`config.mk`:
```
export PLATFORM = sky130hd
export DESIGN_NAME = dmem_arbiter_flat
export DESIGN_NICKNAME = d
export VERILOG_FILES = /design/src/rtl/dmem_arb_pkg.sv /design/src/rtl/dmem_arbiter_if.sv /design/src/rtl/dmem_arb_pick.sv /design/src/rtl/dmem_arbiter.sv /design/src/flat_wrapper.sv
export SDC_FILE = /design/constraint.sdc
export NUM_CORES = 1
export LEC_CHECK = 0
export ABC_AREA = 1
export CORE_MARGIN = 3
export CORE_UTILIZATION = 30
export CTS_BUF_LIST = sky130_fd_sc_hd__clkbuf_4 sky130_fd_sc_hd__clkbuf_8
export CTS_CLUSTER_SIZE = 14
export DETAILED_ROUTE_END_ITERATION = 16
export PLACE_DENSITY = 0.69
export SLEW_MARGIN = 25
export SYNTH_ARGS = -nofsm -noshare
export SYNTH_HDL_FRONTEND = slang
export SYNTH_SLANG_ARGS = --single-unit
```
`constraint.sdc`:
```
create_clock -name clk -period 1.77 [get_ports clk]
set_clock_uncertainty 0.2 [all_clocks]
set_input_delay 0.354 -clock clk [delete_from_list [all_inputs] [get_ports clk]]
set_output_delay 0.354 -clock clk [all_outputs]
set_load 0.01 [all_outputs]
```
`src/rtl/dmem_arb_pkg.sv`:
```
// dmem_arb_pkg: shared definitions for the data-memory arbiter.
//   state_e        arbiter sequencer states (IDLE, ISSUE, RESP, DONE)
//   req_id_e       requester identifiers (REQ_CPU=0, REQ_DMA=1)
//   MMIO_OUT_ADDR  output-register address decoded inside the memory;
//                  benches use it, the arbiter passes it through untouched.
package dmem_arb_pkg;

  typedef enum logic [1:0] {
    IDLE  = 2'd0,
    ISSUE = 2'd1,
    RESP  = 2'd2,
    DONE  = 2'd3
  } state_e;

  typedef enum logic {
    REQ_CPU = 1'b0,
    REQ_DMA = 1'b1
  } req_id_e;

  localparam logic [31:0] MMIO_OUT_ADDR = 32'hFFFF0000;

endpackage

```
`src/rtl/dmem_arbiter_if.sv`:
```
// dmem_arbiter_if: bundle of the two requester ports, the memory port and
// the grant indicator around dmem_arbiter.
//   cpu_req/we/addr/wd -> arbiter, cpu_rd/ack <- arbiter (CPU data port)
//   dma_req/we/addr/wd -> arbiter, dma_rd/ack <- arbiter (DMA/loader port)
//   mem_we/addr/wd     <- arbiter, mem_rd -> arbiter (single-port memory)
//   gnt_dma            <- arbiter, owner of current/last transaction
// Modports: slave = arbiter side, master = requesters + memory side.
interface dmem_arbiter_if #(
  parameter int AW = 32,
  parameter int DW = 32
) ();

  logic          cpu_req;
  logic          cpu_we;
  logic [AW-1:0] cpu_addr;
  logic [DW-1:0] cpu_wd;
  logic [DW-1:0] cpu_rd;
  logic          cpu_ack;

  logic          dma_req;
  logic          dma_we;
  logic [AW-1:0] dma_addr;
  logic [DW-1:0] dma_wd;
  logic [DW-1:0] dma_rd;
  logic          dma_ack;

  logic          mem_we;
  logic [AW-1:0] mem_addr;
  logic [DW-1:0] mem_wd;
  logic [DW-1:0] mem_rd;

  logic          gnt_dma;

  modport slave (
    input  cpu_req, cpu_we, cpu_addr, cpu_wd,
    output cpu_rd, cpu_ack,
    input  dma_req, dma_we, dma_addr, dma_wd,
    output dma_rd, dma_ack,
    output mem_we, mem_addr, mem_wd,
    input  mem_rd,
    output gnt_dma
  );

  modport master (
    output cpu_req, cpu_we, cpu_addr, cpu_wd,
    input  cpu_rd, cpu_ack,
    output dma_req, dma_we, dma_addr, dma_wd,
    input  dma_rd, dma_ack,
    input  mem_we, mem_addr, mem_wd,
    output mem_rd,
    input  gnt_dma
  );

endinterface

```
`src/rtl/dmem_arb_pick.sv`:
```
// dmem_arb_pick: combinational two-way request picker.
//   cpu_req, dma_req  pending requests
//   prio              requester preferred when both are pending
//   valid             at least one request pending
//   winner            selected requester (meaningful when valid=1)
module dmem_arb_pick
  import dmem_arb_pkg::*;
(
  input  logic    cpu_req,
  input  logic    dma_req,
  input  req_id_e prio,
  output logic    valid,
  output req_id_e winner
);

  always_comb begin
    valid  = cpu_req | dma_req;
    winner = REQ_CPU;
    if (prio == REQ_DMA) begin
      winner = dma_req ? REQ_DMA : REQ_CPU;
    end else begin
      winner = (cpu_req || !dma_req) ? REQ_CPU : REQ_DMA;
    end
  end

endmodule

```
`src/rtl/dmem_arbiter.sv`:
```
// dmem_arbiter: shares a single-port synchronous data memory (1-cycle
// registered read) between the CPU data port and a DMA/loader port.
// Each transaction: IDLE (sample + latch) -> ISSUE (drive memory one cycle)
// -> RESP (capture mem_rd) -> DONE (1-cycle ack to the winner).
// Ports:
//   clk    rising-edge clock
//   reset  synchronous active-high reset
//   bus    dmem_arbiter_if.slave (requester ports, memory port, gnt_dma)
// Build option: define DMEM_ARB_ROUND_ROBIN_EN for an alternating priority
// pointer; otherwise the CPU always wins a tie.
module dmem_arbiter
  import dmem_arb_pkg::*;
#(
  parameter int AW = 32,
  parameter int DW = 32
) (
  input  logic            clk,
  input  logic            reset,
  dmem_arbiter_if.slave   bus
);

  state_e        state_q, state_d;
  req_id_e       gnt_q;
  req_id_e       prio;
  logic          pick_valid;
  req_id_e       pick_winner;

  logic          lat_we;
  logic [AW-1:0] lat_addr;
  logic [DW-1:0] lat_wd;

  logic [DW-1:0] cpu_rd_q, dma_rd_q;
  logic          cpu_ack_q, dma_ack_q;

  dmem_arb_pick u_pick (
    .cpu_req (bus.cpu_req),
    .dma_req (bus.dma_req),
    .prio    (prio),
    .valid   (pick_valid),
    .winner  (pick_winner)
  );

`ifdef DMEM_ARB_ROUND_ROBIN_EN
  req_id_e prio_q;

  // Point at whichever requester did not win, so back-to-back ties alternate.
  always_ff @(posedge clk) begin
    if (reset) begin
      prio_q <= REQ_CPU;
    end else if (state_q == IDLE && pick_valid) begin
      prio_q <= (pick_winner == REQ_CPU) ? REQ_DMA : REQ_CPU;
    end
  end

  assign prio = prio_q;
`else
  assign prio = REQ_CPU;
`endif

  always_comb begin
    state_d = state_q;
    case (state_q)
      IDLE:    if (pick_valid) state_d = ISSUE;
      ISSUE:   state_d = RESP;
      RESP:    state_d = DONE;
      DONE:    state_d = IDLE;
      default: state_d = IDLE;
    endcase
  end

  always_ff @(posedge clk) begin
    if (reset) begin
      state_q   <= IDLE;
      gnt_q     <= REQ_CPU;
      lat_we    <= 1'b0;
      lat_addr  <= '0;
      lat_wd    <= '0;
      cpu_rd_q  <= '0;
      dma_rd_q  <= '0;
      cpu_ack_q <= 1'b0;
      dma_ack_q <= 1'b0;
    end else begin
      state_q <= state_d;

      if (state_q == IDLE && pick_valid) begin
        gnt_q    <= pick_winner;
        lat_we   <= (pick_winner == REQ_DMA) ? bus.dma_we   : bus.cpu_we;
        lat_addr <= (pick_winner == REQ_DMA) ? bus.dma_addr : bus.cpu_addr;
        lat_wd   <= (pick_winner == REQ_DMA) ? bus.dma_wd   : bus.cpu_wd;
      end

      // Only the winner's rd/ack are touched; the other port keeps its value.
      if (state_q == RESP) begin
        if (gnt_q == REQ_DMA) begin
          dma_rd_q  <= bus.mem_rd;
          dma_ack_q <= 1'b1;
        end else begin
          cpu_rd_q  <= bus.mem_rd;
          cpu_ack_q <= 1'b1;
        end
      end

      if (state_q == DONE) begin
        cpu_ack_q <= 1'b0;
        dma_ack_q <= 1'b0;
      end
    end
  end

  // Address/data come straight from the latch, so they hold their last value
  // outside ISSUE; the write strobe is gated by reset so an aborted ISSUE
  // never reaches the memory.
  assign bus.mem_addr = lat_addr;
  assign bus.mem_wd   = lat_wd;
  assign bus.mem_we   = (state_q == ISSUE) & lat_we & ~reset;

  assign bus.cpu_rd   = cpu_rd_q;
  assign bus.cpu_ack  = cpu_ack_q;
  assign bus.dma_rd   = dma_rd_q;
  assign bus.dma_ack  = dma_ack_q;
  assign bus.gnt_dma  = (gnt_q == REQ_DMA);

endmodule
```
`src/flat_wrapper.sv`:
```
// flat-port wrapper written by rule: the top's interface ports become plain ports
module dmem_arbiter_flat import dmem_arb_pkg::*;
#(
  parameter int AW = 32,
  parameter int DW = 32
)
  (clk, reset, bus_cpu_req, bus_cpu_we, bus_cpu_addr, bus_cpu_wd, bus_cpu_rd, bus_cpu_ack, bus_dma_req, bus_dma_we, bus_dma_addr, bus_dma_wd, bus_dma_rd, bus_dma_ack, bus_mem_we, bus_mem_addr, bus_mem_wd, bus_mem_rd, bus_gnt_dma);
  dmem_arbiter_if #(.AW(AW), .DW(DW)) bus_i ();
  input  logic clk;
  input  logic reset;
  input wire logic [$bits(bus_i.cpu_req)-1:0] bus_cpu_req;
  input wire logic [$bits(bus_i.cpu_we)-1:0] bus_cpu_we;
  input wire logic [$bits(bus_i.cpu_addr)-1:0] bus_cpu_addr;
  input wire logic [$bits(bus_i.cpu_wd)-1:0] bus_cpu_wd;
  output wire logic [$bits(bus_i.cpu_rd)-1:0] bus_cpu_rd;
  output wire logic [$bits(bus_i.cpu_ack)-1:0] bus_cpu_ack;
  input wire logic [$bits(bus_i.dma_req)-1:0] bus_dma_req;
  input wire logic [$bits(bus_i.dma_we)-1:0] bus_dma_we;
  input wire logic [$bits(bus_i.dma_addr)-1:0] bus_dma_addr;
  input wire logic [$bits(bus_i.dma_wd)-1:0] bus_dma_wd;
  output wire logic [$bits(bus_i.dma_rd)-1:0] bus_dma_rd;
  output wire logic [$bits(bus_i.dma_ack)-1:0] bus_dma_ack;
  output wire logic [$bits(bus_i.mem_we)-1:0] bus_mem_we;
  output wire logic [$bits(bus_i.mem_addr)-1:0] bus_mem_addr;
  output wire logic [$bits(bus_i.mem_wd)-1:0] bus_mem_wd;
  input wire logic [$bits(bus_i.mem_rd)-1:0] bus_mem_rd;
  output wire logic [$bits(bus_i.gnt_dma)-1:0] bus_gnt_dma;
  assign bus_i.cpu_req = bus_cpu_req;
  assign bus_i.cpu_we = bus_cpu_we;
  assign bus_i.cpu_addr = bus_cpu_addr;
  assign bus_i.cpu_wd = bus_cpu_wd;
  assign bus_cpu_rd = bus_i.cpu_rd;
  assign bus_cpu_ack = bus_i.cpu_ack;
  assign bus_i.dma_req = bus_dma_req;
  assign bus_i.dma_we = bus_dma_we;
  assign bus_i.dma_addr = bus_dma_addr;
  assign bus_i.dma_wd = bus_dma_wd;
  assign bus_dma_rd = bus_i.dma_rd;
  assign bus_dma_ack = bus_i.dma_ack;
  assign bus_mem_we = bus_i.mem_we;
  assign bus_mem_addr = bus_i.mem_addr;
  assign bus_mem_wd = bus_i.mem_wd;
  assign bus_i.mem_rd = bus_mem_rd;
  assign bus_gnt_dma = bus_i.gnt_dma;
  dmem_arbiter #(.AW(AW), .DW(DW)) u_core (.clk(clk), .reset(reset), .bus(bus_i));
endmodule
```
# --- After elaboration in Yosys (flattened, before gate mapping) ---
# Index checks and enable logic that the tools add are counted.
word_totals:
  reg_bits: 134
  latchBits: 0
  ram_bits: 0
  mem_bits_ro: 0
  in_bits: 166
  out_inout_bits: 132
  word_cells: 31
  n_memories: 0
op_classes:
  addsub: 0
  multipliers: 0
  div_mod_pow: 0
  magnitude_cmp: 0
  eq_ne: 4
  n_shift: 0
  muxes: 6
  bitwise: 5
  reduce_logical: 7
op_table:
  columns: ["cell", "n"]
  rows:
  - ["32-bit two-way mux", 2]
  - ["2-bit one-hot mux with 4 select lines", 1]
  - ["2-bit == test (second input constant)", 2]
  - ["2-bit AND reduction", 2]
  - ["1-bit AND", 2]
  - ["2-bit by 1-bit == test with 1-bit output (second input constant)", 1]
  - ["2-bit logical NOT", 1]
  - ["1-bit two-way mux", 2]
  - ["2-bit two-way mux", 1]
  - ["2-bit by 1-bit inequality test with 1-bit output (second input constant)", 1]
  - ["1-bit NOT", 2]
  - ["2-bit OR reduction", 1]
  - ["1-bit logical AND", 1]
  - ["1-bit logical NOT", 1]
  - ["1-bit logical OR", 1]
  - ["1-bit OR", 1]

# --- Logic depth before layout (Yosys ltp) ---
# Gate-level depths: netlist of run 1.
depth:
  ltp_word: 3
  mapped_depth: 9
  ltp_nobuf: 7

# --- Modules after synthesis ---
# From an unflattened synthesis of run 1, not the netlist that was laid out.
unflattened:
  cells_unflattened: 935
  area_unflattened_um2: 6083.3
by_module_without_submodules:
  columns: ["module", "instances", "cells_per_inst", "area_each_um2", "seq_area_each_um2"]
  rows:
  - ["dmem_arbiter", 1, 931, 6064.6, 2682.6]
  - ["dmem_arb_pick", 1, 4, 18.8, 0.0]

# --- Worst setup path before layout of run 1 ---
# Ideal clock, no wire load.
synth_timing:
  path_kind: "register -> register"
  startpoint: "register u_core.state_q[0]"
  endpoint: "register u_core.lat_wd[22], in the netlist u_core.bus.mem_wd[22]"
  setup_ns: 0.112
  arrival_time_ns: 1.286
  required_time_ns: 1.458
  slack_ns: 0.172
  stages_incl_launch_ff: 9
  n_path_buf: 2
  synth_period_minus_slack_ns: 1.598
  cell_sequence: "dfxtp_1 > inv_1 > ha_1 > o21ai_1 > buf_2 > buf_2 > nand2_1 > nand2_1 > nor2_1"
synth_between:
  elab_chain_cells: 2
synth_lines:
  columns: ["item", "line", "rtl"]
  rows:
  - ["start, declared", "dmem_arbiter.sv:22", "state_e state_q, state_d;"]
  - ["start signal, assigned", "dmem_arbiter.sv:83", "state_q <= state_d;"]
  - ["2-bit logical NOT", "dmem_arbiter.sv:85", "if (state_q == IDLE && pick_valid) begin"]
  - ["1-bit logical AND", "dmem_arbiter.sv:85", null]
  - ["end signal, assigned", "dmem_arbiter.sv:89", "lat_wd <= (pick_winner == REQ_DMA) ? bus.dma_wd : bus.cpu_wd;"]
  - ["end, declared", "dmem_arbiter.sv:30", "logic [DW-1:0] lat_wd;"]
# No other way between the ends.
# A chain may end at the register's enable or synchronous reset.

# --- Worst setup path in the final report of run 1 ---
layout_timing:
  startpoint: "register u_core.state_q[1]"
  endpoint: "output port bus_mem_we"
layout_between:
  elab_chain_cells: 3
layout_lines:
  columns: ["item", "line", "rtl"]
  rows:
  - ["2-bit by 1-bit == test with 1-bit output", "dmem_arbiter.sv:115", "assign bus.mem_we = (state_q == ISSUE) & lat_we & ~reset;"]
  - ["1-bit AND (2 in series)", "dmem_arbiter.sv:115", null]
  - ["end, declared", "flat_wrapper.sv:23", "output wire logic [$bits(bus_i.mem_we)-1:0] bus_mem_we;"]
# No other way between the ends.

==> results of run 1 <==
-- cell families (layout without fill, tap and decap cells) --
kind of cell,count (synthesis),after routing,synth area share
DFF,134,134,0.437
adders and majority gates,5,5,0.0102
and+or+nand+nor,598,598,0.367
buffers and inverters,192,504,0.128
AOI/OAI and AO/OA,70,70,0.0575
-- state kept, by name, indices dropped and copies added (netlist names) --
| register | cells |
|---|---|
| u_core.bus.dma_ack | 1 |
| u_core.bus.mem_addr | 32 |
| u_core.bus.mem_wd | 32 |
| u_core.bus.cpu_rd | 32 |
| u_core.bus.cpu_ack | 1 |
| u_core.state_q | 2 |
| u_core.bus.gnt_dma | 1 |
| u_core.lat_we | 1 |
| u_core.bus.dma_rd | 32 |
-- per-layer routing --
metal	wire [um]	part of all wire	vias up	track usage
li1	-	-	3506	-
met4	223	0.011	0	0.0449
met5	0	0	-	0
met2	9610	0.45	255	0.282
met1	8780	0.41	2966	0.206
met3	2620	0.12	16	0.0881
-- Yosys cell counts --
library cell    n
a21oi_1         1
nand3_1         4
ha_1            5
buf_4           9
inv_1         138
dfxtp_1       134
o21ai_0        67
clkbuf_1       18
nand2_1       264
o21a_1          1
buf_2          26
or2_2           1
o21ai_1         1
clkbuf_2        1
nor2_1        329
-- power by group --
| part | leakage (nW) | total [mW] | internal [mW] | switching [mW] |
|---|---|---|---|---|
| registers | 1.10 | 4.13 | 3.78 | 0.352 |
| clock network | 0.239 | 3.19 | 1.83 | 1.35 |
| logic | 4.03 | 5.01 | 2.27 | 2.74 |
| total | 5.37 | 12.3 | 7.88 | 4.44 |
-- worst min path at each step --
stage,start,to
after floorplan,reset,u_core.bus.gnt_dma$_SDFFE_PP0P_
after global placement,u_core.bus.cpu_ack$_SDFFE_PP0P_,u_core.bus.cpu_ack$_SDFFE_PP0P_
after detailed placement,u_core.bus.cpu_ack$_SDFFE_PP0P_,u_core.bus.cpu_ack$_SDFFE_PP0P_
after CTS,bus_mem_rd[30],u_core.bus.cpu_rd[30]$_SDFFE_PP0P_
after global routing,u_core.bus.cpu_ack$_SDFFE_PP0P_,u_core.bus.cpu_ack$_SDFFE_PP0P_
final,u_core.bus.cpu_ack$_SDFFE_PP0P_,u_core.bus.cpu_ack$_SDFFE_PP0P_
-- stage by stage --
step / instance area (um2) / power, mW
floorplan: 6140 / 6.69
global placement: 9580 / 9.29
detailed placement: 9580 / 9.37
CTS: 9890 / 12.1
global route: 10000 / 13.2
finish: 10000 / 12.3
-- area by class of cell --
cell class,instances,share of cell area
Clock buffer,17,0.0233
Inverter,138,0.0517
Multi-Input combinational cell,673,0.271
Timing Repair Buffer,335,0.329
Sequential cell,134,0.267
Clock inverter,14,0.0247
Tap cell,265,0.0330
-- timing repair --
action	CTS	global route
pin swaps	1	2
resized for setup	137	9
buffers inserted	0	2
endpoints found under the setup margin	132	49
cloned	0	4
==> results.json, run 1 <==
{
  "cts_hold_buf": 0,
  "cts_tree": "built",
  "crit_slowest_cell": "dfxtp_2",
  "setup_violations": 1,
  "grt.total_usage": 0.175,
  "endpoint": "bus_mem_we",
  "ios": 298,
  "critical_path.top_delay_family": "flip-flops",
  "drc_errors": 0,
  "ir_drop_v": 0.000539,
  "r2r_cells": 9,
  "root_buffer": "clkbuf_8",
  "p_per_area_mw_per_mm2": 1230,
  "dp_cells": 1539,
  "synth.distinct_cells": 15,
  "r2r-start": "u_core.state_q[0]$_SDFFE_PP0P_",
  "worstPathCellList": "inv_2, ha_4, nand2_2, nor2_1, buf_2",
  "yosysWarningCount": 0,
  "finalCritPeriodShare": 1.02,
  "wl_um": 21200,
  "die_w_um": 149,
  "core-area_mm2": 0.0198,
  "antenna_found_initial": 0,
  "path_depth": 5,
  "ant_nets": 0,
  "worst_pin_slew_ns": 0.305,
  "viasPerCell": 4.28,
  "io_buffers": 297,
  "worstSkewPairLatency_ns": 0.44,
  "avgRoutedWirePerCell_um": 13.5,
  "violations": "setup timing",
  "clk_pin_slew_ns": 0.08,
  "hold_violations": 0,
  "cp_data_required_time_ns": 1.22,
  "synth_seq_cells": 134,
  "nets": 1470,
  "crit_type": "flip-flop to primary output",
  "grt_max_degree": 49,
  "reg2reg_setup_slack_ns": 0.02,
  "drv_cap": 0,
  "synth.top_cell.area_share": 0.437,
  "pre_cts_ws_ns": -0.258,
  "cts_max_path_buffers": 2,
  "grt_pass1_vias": 6203,
  "layout_common_cells": "nor2_1, nand2_1, clkdlybuf4s50_1",
  "max_slew_margin": 0.796,
  "cp-startpoint": "u_core.state_q[1]$_SDFFE_PP0P_",
  "num_rows": 51,
  "dieArea_mm2": 0.0222,
  "arrival_ns": 1.25,
  "finalWeightedCongestion": 0.789,
  "cts-buffers-inserted": 17,
  "r2r_end": "u_core.bus.mem_wd[24]$_SDFFE_PP0P_",
  "final-seq-area_mm2": 0.00269,
  "hold_class": "flip-flop to flip-flop",
  "grt.overflow.total": 0,
  "clock-sinks": 134,
  "syn_to_final_growth_pct": 63.6,
  "leakagePower_nw": 5.37,
  "synth_nets": 1170,
  "via_count": 6743,
  "final_core_util": 0.508,
  "fin_crit_ns": 1.80,
  "syn_area_per_cell_um2": 6.14,
  "dp_hpwl_um": 14800,
  "start_kind": "flip-flop",
  "fin_cells": 1576,
  "holdPathStages": 1,
  "worst_slack_ns": -0.0294,
  "endpoint_kind": "primary output",
  "cp_slowest_stage_delay_ns": 0.33,
  "grt_pass1_wl_um": 31000,
  "die_y_um": 149,
  "path_buf_inv": 2,
  "hold_ws_ns": 0.269,
  "drive_above_1_share": 0.0633,
  "drt-initial-drc-count": 222,
  "status": "complete, but fails checks",
  "final-max-slew-violation-count": 0,
  "syn_inst": 999,
  "initial_core_util": 0.310,
  "max_freq_mhz": 556,
  "htreeDepth": 4,
  "n_fill_cell": 2038,
  "diodes": 0,
  "rsz0062_at_grt": "yes",
  "post-synth-top-area-cell": "dfxtp_1",
  "path_max_fanout": 3,
  "multi_input_area_mm2": 0.00272,
  "yosys-top-cells-area": "dfxtp_1, nor2_1, nand2_1, inv_1, o21ai_0",
  "synth_area_mm2": 0.00614,
  "final_common_cell": "nor2_1",
  "tns_ns": -0.0294,
  "dr.pass1.iters": 4,
  "ys_seq_area_frac": 0.437
}
(Power assumes the default switching activity.)
==> run 2: changes to the inputs <==
Settings changed: CAP_MARGIN set to 25, SLEW_MARGIN 25 to not set.
==> results of run 2 <==
The final DEF is identical to that of run 1; final timing and power are the same.
